`config.mk`:
```
export PLATFORM = sky130hd
export DESIGN_NAME = down_counter
export DESIGN_NICKNAME = d
export VERILOG_FILES = /design/src/rtl/down_counter.sv
export SDC_FILE = /design/constraint.sdc
export NUM_CORES = 1
export LEC_CHECK = 0
export ABC_AREA = 1
export CORE_AREA = 4 4 41 43
export DETAILED_ROUTE_END_ITERATION = 8
export DIE_AREA = 0 0 45 47
export PLACE_DENSITY = 0.72
export SYNTH_ARGS = -nofsm -noshare
export SYNTH_HDL_FRONTEND = slang
export SYNTH_HIERARCHICAL = 1
export SYNTH_SLANG_ARGS = --single-unit
```
`constraint.sdc`:
```
create_clock -name clk -period 1.6 [get_ports clk]
set_input_delay 0.4 -clock clk [delete_from_list [all_inputs] [get_ports clk]]
set_output_delay 0.4 -clock clk [all_outputs]
set_load 0.005 [all_outputs]
```
`src/rtl/down_counter.sv`:
```
// Loadable down-counter/timer with a valid/ready load port, expiry pulse and
// a non-wrap flag for chaining. `DOWN_COUNTER_RELOAD_EN adds periodic auto-reload.

module dec #(
  parameter int WIDTH = 4
) (
  input  logic [WIDTH-1:0] in_i,
  output logic [WIDTH-1:0] out_o
);
  assign out_o = in_i - WIDTH'(1);
endmodule

module down_counter #(
  parameter int WIDTH = 4
) (
  input  logic             clk,
  input  logic             rst_n,
  input  logic             load_valid,
  output logic             load_ready,
  input  logic [WIDTH-1:0] load_value,
  input  logic             en,
  input  logic             abort,
  output logic [WIDTH-1:0] count,
  output logic             busy,
  output logic             expired,
  output logic             cont
);

  typedef enum logic [1:0] {IDLE, RUN, EXPIRE} state_t;

  state_t           state_q, state_d;
  logic [WIDTH-1:0] count_q, count_d;
  logic [WIDTH-1:0] count_dec;

  dec #(.WIDTH(WIDTH)) u_dec (.in_i(count_q), .out_o(count_dec));

`ifdef DOWN_COUNTER_RELOAD_EN
  logic [WIDTH-1:0] reload_q, reload_d;

  always_ff @(posedge clk or negedge rst_n) begin
    if (!rst_n) reload_q <= '0;
    else        reload_q <= reload_d;
  end
`endif

  always_ff @(posedge clk or negedge rst_n) begin
    if (!rst_n) begin
      state_q <= IDLE;
      count_q <= '0;
    end else begin
      state_q <= state_d;
      count_q <= count_d;
    end
  end

  always_comb begin
    state_d = state_q;
    count_d = count_q;
`ifdef DOWN_COUNTER_RELOAD_EN
    reload_d = reload_q;
`endif
    case (state_q)
      IDLE: begin
        if (load_valid) begin
          count_d = load_value;
`ifdef DOWN_COUNTER_RELOAD_EN
          reload_d = load_value;
`endif
          state_d = (load_value != '0) ? RUN : EXPIRE;
        end
      end
      RUN: begin
        if (abort) begin
          count_d = '0;
          state_d = IDLE;
        end else if (en) begin
          // Leave RUN on the 1->0 step so the wrapped value is never stored
          count_d = count_dec;
          if (count_q == WIDTH'(1)) state_d = EXPIRE;
        end
      end
      EXPIRE: begin
        count_d = '0;
        state_d = IDLE;
`ifdef DOWN_COUNTER_RELOAD_EN
        if (!abort && reload_q != '0) begin
          count_d = reload_q;
          state_d = RUN;
        end
`endif
      end
      default: begin
        count_d = '0;
        state_d = IDLE;
      end
    endcase
  end

  assign load_ready = (state_q == IDLE);
  assign busy       = (state_q == RUN);
  assign expired    = (state_q == EXPIRE);
  assign count      = count_q;
  assign cont       = (count_q != '0);

endmodule

```
**After elaboration in Yosys (flattened, before gate mapping)**

Index checks and enable logic that the tools add are counted.

- Register bits after elaboration: 6
- Bits in latches: 0
- RAM bits: 0
- Memory bits (read-only): 0
- Input port bits: 9
- Output and inout port bits: 8
- Logic and storage cells: 24
- Memories: 0

- Add/subtract/negate cells: 1
- $mul: 0
- Div/mod/pow operators: 0
- Order comparisons: 0
- Eq/ne operators: 6
- Shift operators: 0
- Muxes and demuxes: 10
- Bitwise gates (word level): 0
- Reduce and logical (&&, ||, !) cells: 5

Operators by type and width:

| cell | count |
|---|---|
| 2-to-1 mux 4 bit | 3 |
| 2-to-1 mux 2 bit | 5 |
| one-hot mux 4 bit (2 select lines) | 1 |
| nonzero test 4 bit | 2 |
| equality test 4 x 1 -> 1 bit, second input constant | 1 |
| one-hot mux 2 bit (2 select lines) | 1 |
| subtractor 4 x 1 -> 4 bit, second input constant | 1 |
| != test 3 x 2 -> 1 bit, second input constant | 1 |
| != test 3 bit, second input constant | 1 |
| AND reduction 3 bit | 1 |
| equality test 2 x 1 -> 1 bit, second input constant | 1 |
| equality test 2 bit, second input constant | 1 |
| logical NOT 2 bit | 1 |
| != test 2 bit, second input constant | 1 |
| AND reduction 2 bit | 1 |

**Depth between registers and ports, before layout**

Gate-level depths: netlist of run 1.

- Word-level depth: 5
- Depth in mapped cells: 8
- Depth with buffers taken out: 8

**Cells and area by module**

Netlist of run 1, hierarchy kept.

Modules (own cells, without submodules):

| module | times used | cells an instance | area each (µm²) |
|---|---|---|---|
| down_counter | 1 | 64 | 417.9 |
| dec | 1 | 11 | 58.8 |

**Least setup slack after synthesis of run 1**

No wires, ideal clock.

- Path kind: flip-flop to flip-flop
- From: register count_q[0] (netlist: count[0])
- To: register count_q[2] (netlist: count[2])
- Data arrival time: 1.095 ns
- Slack: 0.440 ns
- Cell stages (with the launch flop): 8
- Buffers on the path: 0
- Period minus slack after synthesis: 1.160 ns
- Path through: dfrtp_1 -> inv_1 -> ha_1 -> xor2_1 -> nand2_1 -> o21ai_0 -> nand2_1 -> nand2_1

- Cells in the longest elaborated chain, start to end: 4

Ends and longest elaborated chain:

| element | line | text |
|---|---|---|
| start, declared | 32 | `logic [WIDTH-1:0] count_q, count_d;` |
| start signal, assigned | 52 | `count_q <= count_d;` |
| subtractor 4 x 1 -> 4 bit | 10 | `assign out_o = in_i - WIDTH'(1);` |
| net count_dec[2] | 33 | `logic [WIDTH-1:0] count_dec;` |
| 2-to-1 mux 4 bit | 76 | `end else if (en) begin` |
| 2-to-1 mux 4 bit | 73 | `if (abort) begin` |
| one-hot mux 4 bit (2 select lines) | 62 | `case (state_q)` |

The timed path passes the listed nets, and every way through them passes these cells. The select of a mux whose other input is x is not followed.
A chain may end at the register's enable or synchronous reset.

**Worst setup path after layout of run 1**

- From: register state_q[0]
- To: output load_ready

- Cells in the longest elaborated chain, start to end: 1

Ends and longest elaborated chain:

| element | line | text |
|---|---|---|
| start, declared | 31 | `state_t state_q, state_d;` |
| start signal, assigned | 51 | `state_q <= state_d;` |
| logical NOT 2 bit | 99 | `assign load_ready = (state_q == IDLE);` |
| end, declared | 19 | `output logic load_ready,` |

No other way between the ends.

==> impl_metrics.ini, run 1 <==
[outcome]
status = finished, final reports clean

[sta]
final.min_clock_period_ns = 1.53
slew_violations = 0
fin_tns_setup_ns = 0
hold_ws_ns = 0.403
fmaxAchievable_mhz = 652
timing.final.crit_share_pct = 95.9
timing_hold_violations_final = 0
fin_worst_skew_ns = 0.00101
worstMarginPinSlew_ns = 0.297
unrepaired_setup_endpoints_after_global_routing = false
timing.slew.headroom_pct = 80.2
final-setup-viol-count = 0
postLayoutSetupSlackWorst_ns = 0.0657

[yosys]
synth_top_area_share_pct = 31.5
syn-instance-count = 75
synthDominantAreaCellType = sky130_fd_sc_hd__dfrtp_1
syn_avg_cell_area_um2 = 6.36
ys_ff_latch = 6
synthesis.yosys.warnings = 6
synth_fp_nets = 85
ys_top_cells_by_area = sky130_fd_sc_hd__dfrtp_1 31%, sky130_fd_sc_hd__nand2_1 24%, sky130_fd_sc_hd__inv_1 9.4%, sky130_fd_sc_hd__o21ai_0 5.2%, sky130_fd_sc_hd__nor2_1 4.7%
ys_seq_area_share_pct = 31.5
synth.lib_cells_used.distinct = 15
post_synth_instance_area_um2 = 477

[clock_network]
cts_max_path_buffers = 2
hold_buffers = 0
clkTransAtPathRegs_ns = 0.05
cts_sinks = 6
htree_num_levels = 1
cts_buffers = 3
clock_tree.root_cell = sky130_fd_sc_hd__clkbuf_4
later_pin_clock_latency_in_the_skew_report_ns = 0.25
cts_tree = done

[final_layout]
fraction_of_final_layout_cells_with_drive_strength_greater_than_1_pct = 26.0
instances_no_fill = 119
design.final.nets = 116
syn_to_final_growth_pct = 58.5
share_of_the_core_filled_with_cells_pct = 58.1
final_cell_area_um2 = 756
mostFrequentLayoutCells = 30 x sky130_fd_sc_hd__nand2_1, 11 x sky130_fd_sc_hd__inv_1, 11 x sky130_fd_sc_hd__buf_4
final_common_cell = sky130_fd_sc_hd__nand2_1
insertedDiodeCount = 0
fill_cells = 126

[worst_setup_path]
cp-end-kind = primary output
worst-endpoint-required_ns = 1.20
path_class = reg -> out
rrSetupSlack_ns = 0.19
cp-start-kind = flip-flop
critPathArrivalTime_ns = 1.13
timing.critical_path.fanout_max = 3

[placed_design]
dp_hpwl_um = 1020
gpl.final_weighted_congestion = 0.839
place_inst = 110
io_buffers = 16
placed_cell_area_um2 = 686
pre_cts_setup_slack_ns = 0.0954

[drt]
length_of_the_first_detailed_routing_pass_in_iterations = 4
vias = 550
detail_route.wl_per_cell_um = 10.4
remaining_drc_errors = 0
detailedRoute.firstIterationViolations = 8
routed_wl_um = 1240
avgViaCountPerCell = 4.62
drtAntennaViolNets = 0

[die]
die-area_mm2 = 0.00212
die_width_um = 45
coreArea_mm2 = 0.00130
floorplan.initialDensity_pct = 36.6
ios = 17
die_y_um = 47
number_of_placement_rows = 13

[pwr]
irDropWorstVdd_mv = 0.655
design_power_total_mw = 1.35
cellLeakagePower_nw = 0.438
powerDensity_mw_per_mm2 = 1780

[global_route]
grt_overflow_total = 0
grt_first_pass_wirelength_um = 2080
grt_pass1_vias = 485
grt_start_max_net_pins = 8
grt_use_total_pct = 14.4
number_of_antenna_violations_at_the_first_check_in_global_routing = 0

[min_path]
hold_class = in -> async

[flow_run]
drv_cap = 0
-- Yosys cell counts --
cell	n
sky130_fd_sc_hd__o21bai_1	1
sky130_fd_sc_hd__nand2_4	1
sky130_fd_sc_hd__o21ai_2	1
sky130_fd_sc_hd__nand2_2	2
sky130_fd_sc_hd__o21ai_0	5
sky130_fd_sc_hd__nor2_4	2
sky130_fd_sc_hd__nor2_2	3
sky130_fd_sc_hd__inv_2	1
sky130_fd_sc_hd__xor2_1	1
sky130_fd_sc_hd__dfrtp_1	6
sky130_fd_sc_hd__nand3_1	3
sky130_fd_sc_hd__nand2_1	30
sky130_fd_sc_hd__ha_1	1
sky130_fd_sc_hd__inv_1	12
sky130_fd_sc_hd__nor2_1	6
-- timing repair --
| item | in CTS | in global routing |
|---|---|---|
| resized for setup | 8 | 3 |
| buffers inserted | 5 | 1 |
| pin swaps | 1 | 0 |
| endpoints found under the setup margin | 4 | 4 |
-- worst paths after layout --
| check | from | end | depth (start not counted) |
|---|---|---|---|
| max | state_q[0] | load_ready | 3 |
| min | rst_n | count[0] | 1 |
| max reg2reg | count[0] | count[2] | 8 |
| min reg2reg | count[0] | count[0] | 3 |
| max in group asynchronous | rst_n | state_q[0] | 1 |
| min in group clk | count[0] | count[0] | 3 |
-- critical path, stage by stage, from the launching register on --
cell and delay (ns):
sky130_fd_sc_hd__dfrtp_2 0.41, sky130_fd_sc_hd__buf_4 0.14, sky130_fd_sc_hd__nor2_4 0.09, sky130_fd_sc_hd__dlygate4sd2_1 0.24
-- layer usage --
| layer | routed length (um) | global-route usage (%) | share of wire (%) |
|---|---|---|---|
| met2 | 571 | 22.9 | 46 |
| met4 | 41 | 10.5 | 3.3 |
| met1 | 514 | 16.8 | 42 |
| met3 | 109 | 3.83 | 8.8 |
| met5 | 0 | 0 | 0 |
-- flip-flops by register name, indices dropped and copies added (netlist names) --
| signal | cells |
|---|---|
| count | 4 |
| state_q | 2 |
-- logic make-up (layout without fill, tap and decap cells) --
| kind of cell | after synthesis | count (layout) | share of synthesized area (%) |
|---|---|---|---|
| compound gates | 7 | 7 | 8.66 |
| xor+xnor | 1 | 1 | 1.84 |
| fa+ha+maj | 1 | 1 | 2.62 |
| buf+inv | 13 | 42 | 10.2 |
| flops | 6 | 6 | 31.5 |
| simple gates | 47 | 47 | 45.1 |
-- final cells by class --
class	instances	area, um2	area share, %
Inverter	13	48.8	6.46
Sequential cell	6	151	20.0
Timing Repair Buffer	26	234	31.0
Tap cell	15	18.8	2.48
Multi-Input combinational cell	56	280	37.1
Clock buffer	3	22.5	2.98
-- report_power, final --
part           internal, mW  switching [mW]
logic                 0.468           0.451
registers             0.223          0.0611
clock network        0.0851          0.0584
No activity file was read; power rests on OpenSTA's default activity.
==> run 2: changes to the inputs <==
Settings changed: CTS_CLUSTER_SIZE from default to 16.
==> results of run 2 <==
The final DEF is identical to that of run 1; final timing and power are the same.
